`src/rtl/func_stream_aligner_if.sv`:
```
// Stream bundle between the memory-reader side and the kernel-wrapper side of
// func_stream_aligner. Every per-channel signal is one bit (or word) per lane.
// The aligner takes the "slave" view, which accepts s_* and produces m_*.
// The environment (readers plus wrapper) takes the "master" view.
interface func_stream_aligner_if #(
  parameter int C_DATA_WIDTH   = 32,
  parameter int C_NUM_CHANNELS = 2
);
  logic [C_NUM_CHANNELS-1:0]                   s_tvalid;
  logic [C_NUM_CHANNELS-1:0]                   s_tready;
  logic [C_NUM_CHANNELS-1:0][C_DATA_WIDTH-1:0] s_tdata;
  logic [C_NUM_CHANNELS-1:0]                   m_tvalid;
  logic [C_NUM_CHANNELS-1:0]                   m_tready;
  logic [C_NUM_CHANNELS-1:0][C_DATA_WIDTH-1:0] m_tdata;

  modport master (
    output s_tvalid, s_tdata, m_tready,
    input  s_tready, m_tvalid, m_tdata
  );

  modport slave (
    input  s_tvalid, s_tdata, m_tready,
    output s_tready, m_tvalid, m_tdata
  );
endinterface

```
`src/rtl/func_stream_aligner.sv`:
```
// func_stream_aligner: buffers each AXI4-Stream input channel in a small FWFT
// circular FIFO and presents a joined stream. The joined stream is valid only
// when every channel holds a word, and all channels pop together. This absorbs
// the skew between memory readers in front of the kernel's all-valid join.
// Optional build macro FUNC_ALIGN_STATS_EN adds the stall_cycles and skew_max
// statistics outputs.
module func_stream_aligner #(
  parameter int C_DATA_WIDTH   = 32,
  parameter int C_NUM_CHANNELS = 2,
  parameter int C_FIFO_DEPTH   = 4
) (
  input  logic                                                   aclk,
  input  logic                                                   areset,
  func_stream_aligner_if.slave                                   bus,
`ifdef FUNC_ALIGN_STATS_EN
  output logic [31:0]                                            stall_cycles,
  output logic [$clog2(C_FIFO_DEPTH):0]                          skew_max,
`endif
  output logic [C_NUM_CHANNELS-1:0][$clog2(C_FIFO_DEPTH):0]      fifo_level
);

  localparam int PW = $clog2(C_FIFO_DEPTH);
  localparam int LW = PW + 1;

  logic [C_DATA_WIDTH-1:0]           mem [C_NUM_CHANNELS][C_FIFO_DEPTH];
  logic [C_NUM_CHANNELS-1:0][PW-1:0] wr_ptr;
  logic [C_NUM_CHANNELS-1:0][PW-1:0] rd_ptr;
  logic [C_NUM_CHANNELS-1:0][LW-1:0] count;
  logic [C_NUM_CHANNELS-1:0]         full;
  logic [C_NUM_CHANNELS-1:0]         empty;
  logic [C_NUM_CHANNELS-1:0]         push;
  logic                              join_valid;
  logic                              pop;

  // Per-channel flags, ready and push qualification. A full FIFO refuses a
  // push even when a pop is happening in the same cycle.
  always_comb begin
    full  = '0;
    empty = '0;
    push  = '0;
    bus.s_tready = '0;
    for (int i = 0; i < C_NUM_CHANNELS; i++) begin
      full[i]         = (count[i] == LW'(C_FIFO_DEPTH));
      empty[i]        = (count[i] == '0);
      bus.s_tready[i] = !full[i] && !areset;
      push[i]         = bus.s_tvalid[i] && bus.s_tready[i];
    end
  end

  // Join: all channels valid together. A partial m_tready does not pop.
  always_comb begin
    join_valid   = &(~empty);
    pop          = join_valid && (&bus.m_tready);
    bus.m_tvalid = {C_NUM_CHANNELS{join_valid}};
    for (int i = 0; i < C_NUM_CHANNELS; i++) begin
      bus.m_tdata[i] = mem[i][rd_ptr[i]];
    end
  end

  // Storage array. It is not reset; only pointers define which words are live.
  always_ff @(posedge aclk) begin
    for (int i = 0; i < C_NUM_CHANNELS; i++) begin
      if (push[i]) begin
        mem[i][wr_ptr[i]] <= bus.s_tdata[i];
      end
    end
  end

  // Pointer and occupancy state. Pointers wrap naturally at the power-of-2 depth.
  always_ff @(posedge aclk) begin
    if (areset) begin
      wr_ptr <= '0;
      rd_ptr <= '0;
      count  <= '0;
    end else begin
      for (int i = 0; i < C_NUM_CHANNELS; i++) begin
        if (push[i]) wr_ptr[i] <= wr_ptr[i] + 1'b1;
        if (pop)     rd_ptr[i] <= rd_ptr[i] + 1'b1;
        case ({push[i], pop})
          2'b10:   count[i] <= count[i] + 1'b1;
          2'b01:   count[i] <= count[i] - 1'b1;
          default: count[i] <= count[i];
        endcase
      end
    end
  end

  assign fifo_level = count;

`ifdef FUNC_ALIGN_STATS_EN
  logic [LW-1:0] cnt_max;
  logic [LW-1:0] cnt_min;
  logic [LW-1:0] skew_now;

  // Current spread between the fullest and the emptiest channel.
  always_comb begin
    cnt_max = '0;
    cnt_min = count[0];
    for (int i = 0; i < C_NUM_CHANNELS; i++) begin
      if (count[i] > cnt_max) cnt_max = count[i];
      if (count[i] < cnt_min) cnt_min = count[i];
    end
    skew_now = cnt_max - cnt_min;
  end

  // Saturating stall counter and running skew maximum.
  always_ff @(posedge aclk) begin
    if (areset) begin
      stall_cycles <= '0;
      skew_max     <= '0;
    end else begin
      if ((|(~empty)) && !join_valid && (stall_cycles != 32'hFFFF_FFFF)) begin
        stall_cycles <= stall_cycles + 32'd1;
      end
      if (skew_now > skew_max) begin
        skew_max <= skew_now;
      end
    end
  end
`endif

endmodule

```
`src/flat_wrapper.sv`:
```
// flat-port wrapper written by rule: the top's interface ports become plain ports
module func_stream_aligner_flat 
#(
  parameter int C_DATA_WIDTH   = 32,
  parameter int C_NUM_CHANNELS = 2,
  parameter int C_FIFO_DEPTH   = 4
)
  (aclk, areset, fifo_level, bus_s_tvalid, bus_s_tdata, bus_m_tready, bus_s_tready, bus_m_tvalid, bus_m_tdata);
  func_stream_aligner_if #(.C_DATA_WIDTH(C_DATA_WIDTH), .C_NUM_CHANNELS(C_NUM_CHANNELS)) bus_i ();
  input  logic aclk;
  input  logic areset;
  output logic [C_NUM_CHANNELS-1:0][$clog2(C_FIFO_DEPTH):0] fifo_level;
  input wire logic [$bits(bus_i.s_tvalid)-1:0] bus_s_tvalid;
  input wire logic [$bits(bus_i.s_tdata)-1:0] bus_s_tdata;
  input wire logic [$bits(bus_i.m_tready)-1:0] bus_m_tready;
  output wire logic [$bits(bus_i.s_tready)-1:0] bus_s_tready;
  output wire logic [$bits(bus_i.m_tvalid)-1:0] bus_m_tvalid;
  output wire logic [$bits(bus_i.m_tdata)-1:0] bus_m_tdata;
  assign bus_i.s_tvalid = bus_s_tvalid;
  assign bus_i.s_tdata = bus_s_tdata;
  assign bus_i.m_tready = bus_m_tready;
  assign bus_s_tready = bus_i.s_tready;
  assign bus_m_tvalid = bus_i.m_tvalid;
  assign bus_m_tdata = bus_i.m_tdata;
  func_stream_aligner #(.C_DATA_WIDTH(C_DATA_WIDTH), .C_NUM_CHANNELS(C_NUM_CHANNELS), .C_FIFO_DEPTH(C_FIFO_DEPTH)) u_core (.aclk(aclk), .areset(areset), .bus(bus_i), .fifo_level(fifo_level));
endmodule
```
`config.mk`:
```
export PLATFORM = sky130hd
export DESIGN_NAME = func_stream_aligner_flat
export DESIGN_NICKNAME = d
export VERILOG_FILES = /design/src/rtl/func_stream_aligner_if.sv /design/src/rtl/func_stream_aligner.sv /design/src/flat_wrapper.sv
export SDC_FILE = /design/constraint.sdc
export NUM_CORES = 1
export LEC_CHECK = 0
export ABC_AREA = 1
export ABC_CLOCK_PERIOD_IN_PS = 3700
export CAP_MARGIN = 20
export CORE_ASPECT_RATIO = 0.75
export CORE_MARGIN = 3
export CORE_UTILIZATION = 41
export DETAILED_ROUTE_END_ITERATION = 8
export GPL_TIMING_DRIVEN = 0
export HOLD_SLACK_MARGIN = 0.03
export SLEW_MARGIN = 20
export SYNTH_ARGS = -nofsm -noshare
export SYNTH_HDL_FRONTEND = slang
export SYNTH_SLANG_ARGS = --single-unit
```
`constraint.sdc`:
```
create_clock -name aclk -period 3.7 [get_ports aclk]
set_input_delay 0.74 -clock aclk [delete_from_list [all_inputs] [get_ports aclk]]
set_output_delay 0.74 -clock aclk [all_outputs]
set_load 0.05 [all_outputs]
```
# Word-level counts from Yosys, hierarchy flattened
# Memories as Yosys holds them, arrays and structs flattened.
# Index checks and enable logic that the tools add are counted.
[word_totals]
register_bits = 14
latchBits = 0
ram_bits = 256
rom_bits = 0
inputBits = 70
output_inout_bits = 74
word_cells = 64
mem_count = 1
[classes]
n_addsub = 8
n_mul = 0
n_div = 0
magnitude_cmp = 6
eq_ne = 6
shift = 0
mux = 16
n_bitwise = 5
n_reduce_logical = 16
[mem_list]
columns = ["memory", "depth", "word_bits", "rd", "rd_ports_with_merged_regs", "write_ports", "line_no", "text"]
rows = [
  ["u_core.mem", 2, 128, 2, 0, 2, "func_stream_aligner.sv:25", "logic [C_DATA_WIDTH-1:0] mem [C_NUM_CHANNELS][C_FIFO_DEPTH];"],
]
[op_table]
columns = ["operator", "n"]
rows = [
  ["128-bit two-way mux", 2],
  ["32-bit two-way mux", 6],
  ["32-bit binary-select mux with 2-bit select", 2],
  ["32-bit demux with 2-bit select", 2],
  ["3-bit greater-or-equal comparator (second input constant)", 4],
  ["2-bit NOT with 3-bit output", 4],
  ["3-bit one-hot mux with 2 select lines", 2],
  ["2-bit by 1-bit adder with 2-bit output (second input constant)", 4],
  ["1-bit logical AND", 7],
  ["3-bit by 1-bit adder with 3-bit output (second input constant)", 2],
  ["3-bit equality test (second input constant)", 2],
  ["3-bit zero test", 2],
  ["3-bit by 1-bit less-than comparator with 1-bit output (second input constant)", 2],
  ["3-bit by 1-bit subtractor with 3-bit output (second input constant)", 2],
  ["2-bit by 1-bit equality test with 1-bit output (second input constant)", 2],
  ["2-bit equality test (second input constant)", 2],
  ["2-bit AND reduction", 2],
  ["2-bit nonzero test", 2],
  ["1-bit zero test", 3],
  ["1-bit two-way mux", 2],
  ["2-bit NOT", 1],
]

# Longest topological paths before layout
[depth]
ltp_word = 6
mapped_depth = 12

# Worst setup path after synthesis
# OpenSTA, ideal clock, no wires.
[synth_timing]
kind = "flip-flop to flip-flop"
startpoint = "reg u_core.count, in the netlist u_core.fifo_level[0]"
endpoint = "mem u_core.mem[0][0] (netlist name) (enable)"
setup_ps = 421
arrival_time_ps = 2471
required_ps = 3279
setup_slack_ps = 807
path_stages_with_launch = 5
path_buffers = 0
synth_period_minus_slack_ps = 2893
path_cell_list = "dfxtp_1 > inv_2 > nand3_1 > nand3_1 > nor2_1"
[synth_rtl]
columns = ["item", "line_no", "text"]
rows = [
  ["start: declaration", "func_stream_aligner.sv:28", "logic [C_NUM_CHANNELS-1:0][LW-1:0] count;"],
  ["start signal: indexed assignment", "func_stream_aligner.sv:80", "2'b10: count[i] <= count[i] + 1'b1;"],
  ["start signal: indexed assignment", "func_stream_aligner.sv:81", "2'b01: count[i] <= count[i] - 1'b1;"],
  ["start signal: indexed assignment", "func_stream_aligner.sv:82", "default: count[i] <= count[i];"],
  ["end: declaration", "func_stream_aligner.sv:25", ""],
]

# Worst setup path in the final report
[layout_timing]
startpoint = "reg u_core.rd_ptr[1] (netlist name)"
endpoint = "out bus_m_tdata[11]"
[layout_between]
elab_chain_len = 4
[layout_lines]
columns = ["item", "line_no", "text"]
rows = [
  ["start: declaration", "func_stream_aligner.sv:27", "logic [C_NUM_CHANNELS-1:0][PW-1:0] rd_ptr;"],
  ["start signal: indexed assignment", "func_stream_aligner.sv:78", "if (pop) rd_ptr[i] <= rd_ptr[i] + 1'b1;"],
  ["2-bit NOT with 3-bit output (implied by the code)", "func_stream_aligner.sv:56", "bus.m_tdata[i] = mem[i][rd_ptr[i]];"],
  ["32-bit binary-select mux with 2-bit select", "func_stream_aligner.sv:56", ""],
  ["32-bit two-way mux (implied by the code) (2 in series)", "func_stream_aligner.sv:56", ""],
  ["end: declaration", "flat_wrapper.sv:18", "output wire logic [$bits(bus_i.m_tdata)-1:0] bus_m_tdata;"],
]
# Every way passes these cells. The select of a mux whose other input is x is not followed.

==> metrics <==
status=finished clean; worst hold endpoint=u_core.wr_ptr[3]; Avg Inst Size Synth=13.9 um2; HP Class=flip-flop to flip-flop; Max Buffers Root-to-Sink=3; global-route wire length before repair=36,400 um; drt drc=0; leak pwr=4.52 nW; Tmin final=3.47 ns; # setup viols final=0; DRT iter0 DRCs=between 400 and 500; hold path start=u_core.wr_ptr[3]; Post-Syn Area=10,300 um2; RSZ-0062 raised after global routing=no; Total GRT Usage=17.1%; Hold Path Cell Cnt=2; cell-internal power=5.40 mW; H-Tree Depth=1; sequential share of the synthesized area=77.1%; initial core utilization=between 40 and 50%; IO Pins=approximately 140; VDD IR max=0.309 mV; port bufs=143; ant diodes=0; gr busiest metal=met1; die span in x=189 um; Wirelength per Cell=18.4 um; setup TNS=0 ns; CP required=between 2 and 3 ns; sequential cell area=7970 um2; worst reg2reg path depth=11; root buf cell=clkbuf_16; WS Path Type=flip-flop to output pin; Initial DRT Pass Iterations=5; GP Congestion=0.733; FF-to-FF End=u_core.fifo_level[5]; CTS tree=built; dpl cells=1,226; Syn Inst Count=744; Post-Route WL=23,500 um; row cnt=49; Post-DRT Antenna Nets=0; Sw Pwr=around 1.6 mW; Gates resized, CTS repair=0; Final Power=7.02 mW; Overflow after GRT=0; Distinct cells, synth=24; crit path DAT=2.73 ns; met1 Resource Use GR=26.4%; Post-Syn Nets=826; largest net degree at the start of global routing=23; Worst slew margin=between 50% and 60%; YS warnings=0; area of the multi-input gates=2090 um2; worst setup margin=0.229 ns; Worst Skew=between 0.01 and 0.015 ns; critical-path maximum fanout=10; Core Area=between 20,000 and 25,000 um2; Die H=143 um; vias post-DR=6,425; Area Growth Syn to Fin=29.3%; Final Util=54.8%; met3 Track Usage GR=2.71%; Max Freq=0.288 GHz; clock sink count=270; CP Launch Type=flip-flop; layout cells sized above 1=9.29%; pwr/cell area=525 nW/um2; switch share=23.1%; clock transition at the registers of the reported paths=0.06 ns; FF-to-FF Start=u_core.fifo_level[4]; fillers=~2,000; Post-CTS Hold Fix Bufs=0; post-CTS setup buffers=0; Non-Filler Instances=1,278; Hold Violations, Final=0; Seq cells post-synth=270; Comb pwr share=10.4%; full die area=27,200 um2; vias in the first global route=approximately 6,300; number of max-cap violations=0; Setup WS pre-CTS=between 0.5 and 0.6 ns; cts bufs inserted=28; Worst-Margin Slew=between 0.7 and 0.8 ns; final-report max-slew violation count=0; Clk network pwr share=between 40% and 50%; power share of the sequential group=49.2%; post-DP HPWL=roughly 15,000 um; Tcrit/Tclk final=93.8%; Worst setup EP type=output pin; reg2reg setup slack=approximately 1.4 ns; later-pin clock latency in the skew report=roughly 0.53 ns; grt met2 use=26.0%; # nets final=1,007; Via density=5.03; initial antenna violation count=0
## sequential cells by signal, indices dropped and copies added (netlist names)
register / count
u_core.rd_ptr: 4
u_core.mem: 256
u_core.fifo_level: 6
u_core.wr_ptr: 4
## logic make-up after synthesis
family | share of synthesized area [%]
buffers and inverters | 3.24
AND/OR/NAND/NOR | 7.34
adder cells (fa/ha/maj) | 1.60
flip-flops | 77.1
AO/OA/AOI/OAI | 10.7
## cell usage in the layout (no fill, tap or decap), types with 3 or more instances in the layout
cell and n:
bufinv_16 4, inv_2 8, nand2_1 21, nor2_1 137
buf_12 4, clkdlybuf4s50_1 143, ha_1 10, nand4_1 4
clkbuf_1 34, o21ai_0 102, clkbuf_16 29, buf_6 4
buf_16 3, edfxtp_1 256, nand3_1 8, dfxtp_1 14
o21ai_1 30, buf_4 10, clkinv_2 9, o22ai_1 64
a21oi_1 7, nor2_4 10, inv_1 19
## critical path, stage by stage, from the launching register on
cell	delay (ns)
dfxtp_1	0.37
inv_2	0.14
clkbuf_1	0.40
o21ai_0	0.17
o22ai_1	0.26
clkdlybuf4s50_1	0.86
## layout make-up
| class | count | share of cell area, % |
|---|---|---|
| timing repair buffer | 151 | 12.0 |
| clock buffer | 35 | 5.60 |
| clock inverter | 17 | 1.45 |
| sequential | 270 | 59.6 |
| buffer | 43 | 1.72 |
| inverter | 28 | 0.787 |
| tap | 331 | 3.10 |
| multi-input combinational | 403 | 15.7 |
## cells in the mapped netlist
| library cell | count | area share (%) |
|---|---|---|
| edfxtp_1 | 256 | 74 |
| nor2_1 | 145 | 5.3 |
| o21ai_0 | 102 | 4.9 |
| o22ai_1 | 64 | 3.9 |
| o21ai_1 | 30 | 1.5 |
| clkbuf_1 | 28 | 1.0 |
| nand2_1 | 21 | 0.76 |
| inv_1 | 19 | 0.69 |
| dfxtp_1 | 14 | 2.7 |
| buf_4 | 10 | 0.73 |
| ha_1 | 10 | 1.2 |
| inv_2 | 8 | 0.29 |
| nand3_1 | 8 | 0.39 |
| a21oi_1 | 7 | 0.34 |
| buf_6 | 4 | 0.44 |
| nand4_1 | 4 | 0.24 |
| a31oi_1 | 2 | 0.12 |
| fa_1 | 2 | 0.39 |
| nand3_2 | 2 | 0.19 |
| nand3b_1 | 2 | 0.15 |
| nor2_4 | 2 | 0.22 |
| or2_1 | 2 | 0.12 |
| buf_2 | 1 | 0.048 |
| clkinv_1 | 1 | 0.036 |
## per-layer routing
layer / share of wire (%) / routed length (um)
met1: 50 / 11700
met2: 44 / 10400
met3: 4.3 / 1000
met4: 1.9 / 435
met5: 0 / 0
## power by group through the flow
stage / registers (mW) / logic [mW] / clock network [mW]
after global placement: 3.53 / 0.712 / 0
after detailed placement: 3.52 / 0.737 / 0
after global routing: 3.46 / 0.780 / 3.03
after CTS: 3.46 / 0.740 / 2.89
final: 3.46 / 0.730 / 2.83
after floorplan: 3.54 / 0.388 / 0
## worst max path at each step
stage                         startpoint                    to  cells after the start
floorplan           u_core.fifo_level[0]      u_core.mem[0][0]                      4
global placement                  areset    u_core.mem[0][237]                      4
detailed placement                areset  u_core.fifo_level[2]                      8
CTS                     u_core.rd_ptr[0]       bus_m_tdata[23]                      5
global route            u_core.rd_ptr[2]       bus_m_tdata[44]                      5
finish                  u_core.rd_ptr[1]       bus_m_tdata[11]                      5
## stage by stage
step           cell area (um2)  hold WS (ns)
2_1_floorplan            10300         0.479
4_1_cts                  13400         0.508
6_report                 13400         0.507
5_1_grt                  13400         0.547
3_3_place_gp             12200         0.498
3_5_place_dp             12400         0.500
Power figures use the tool's default switching activity.
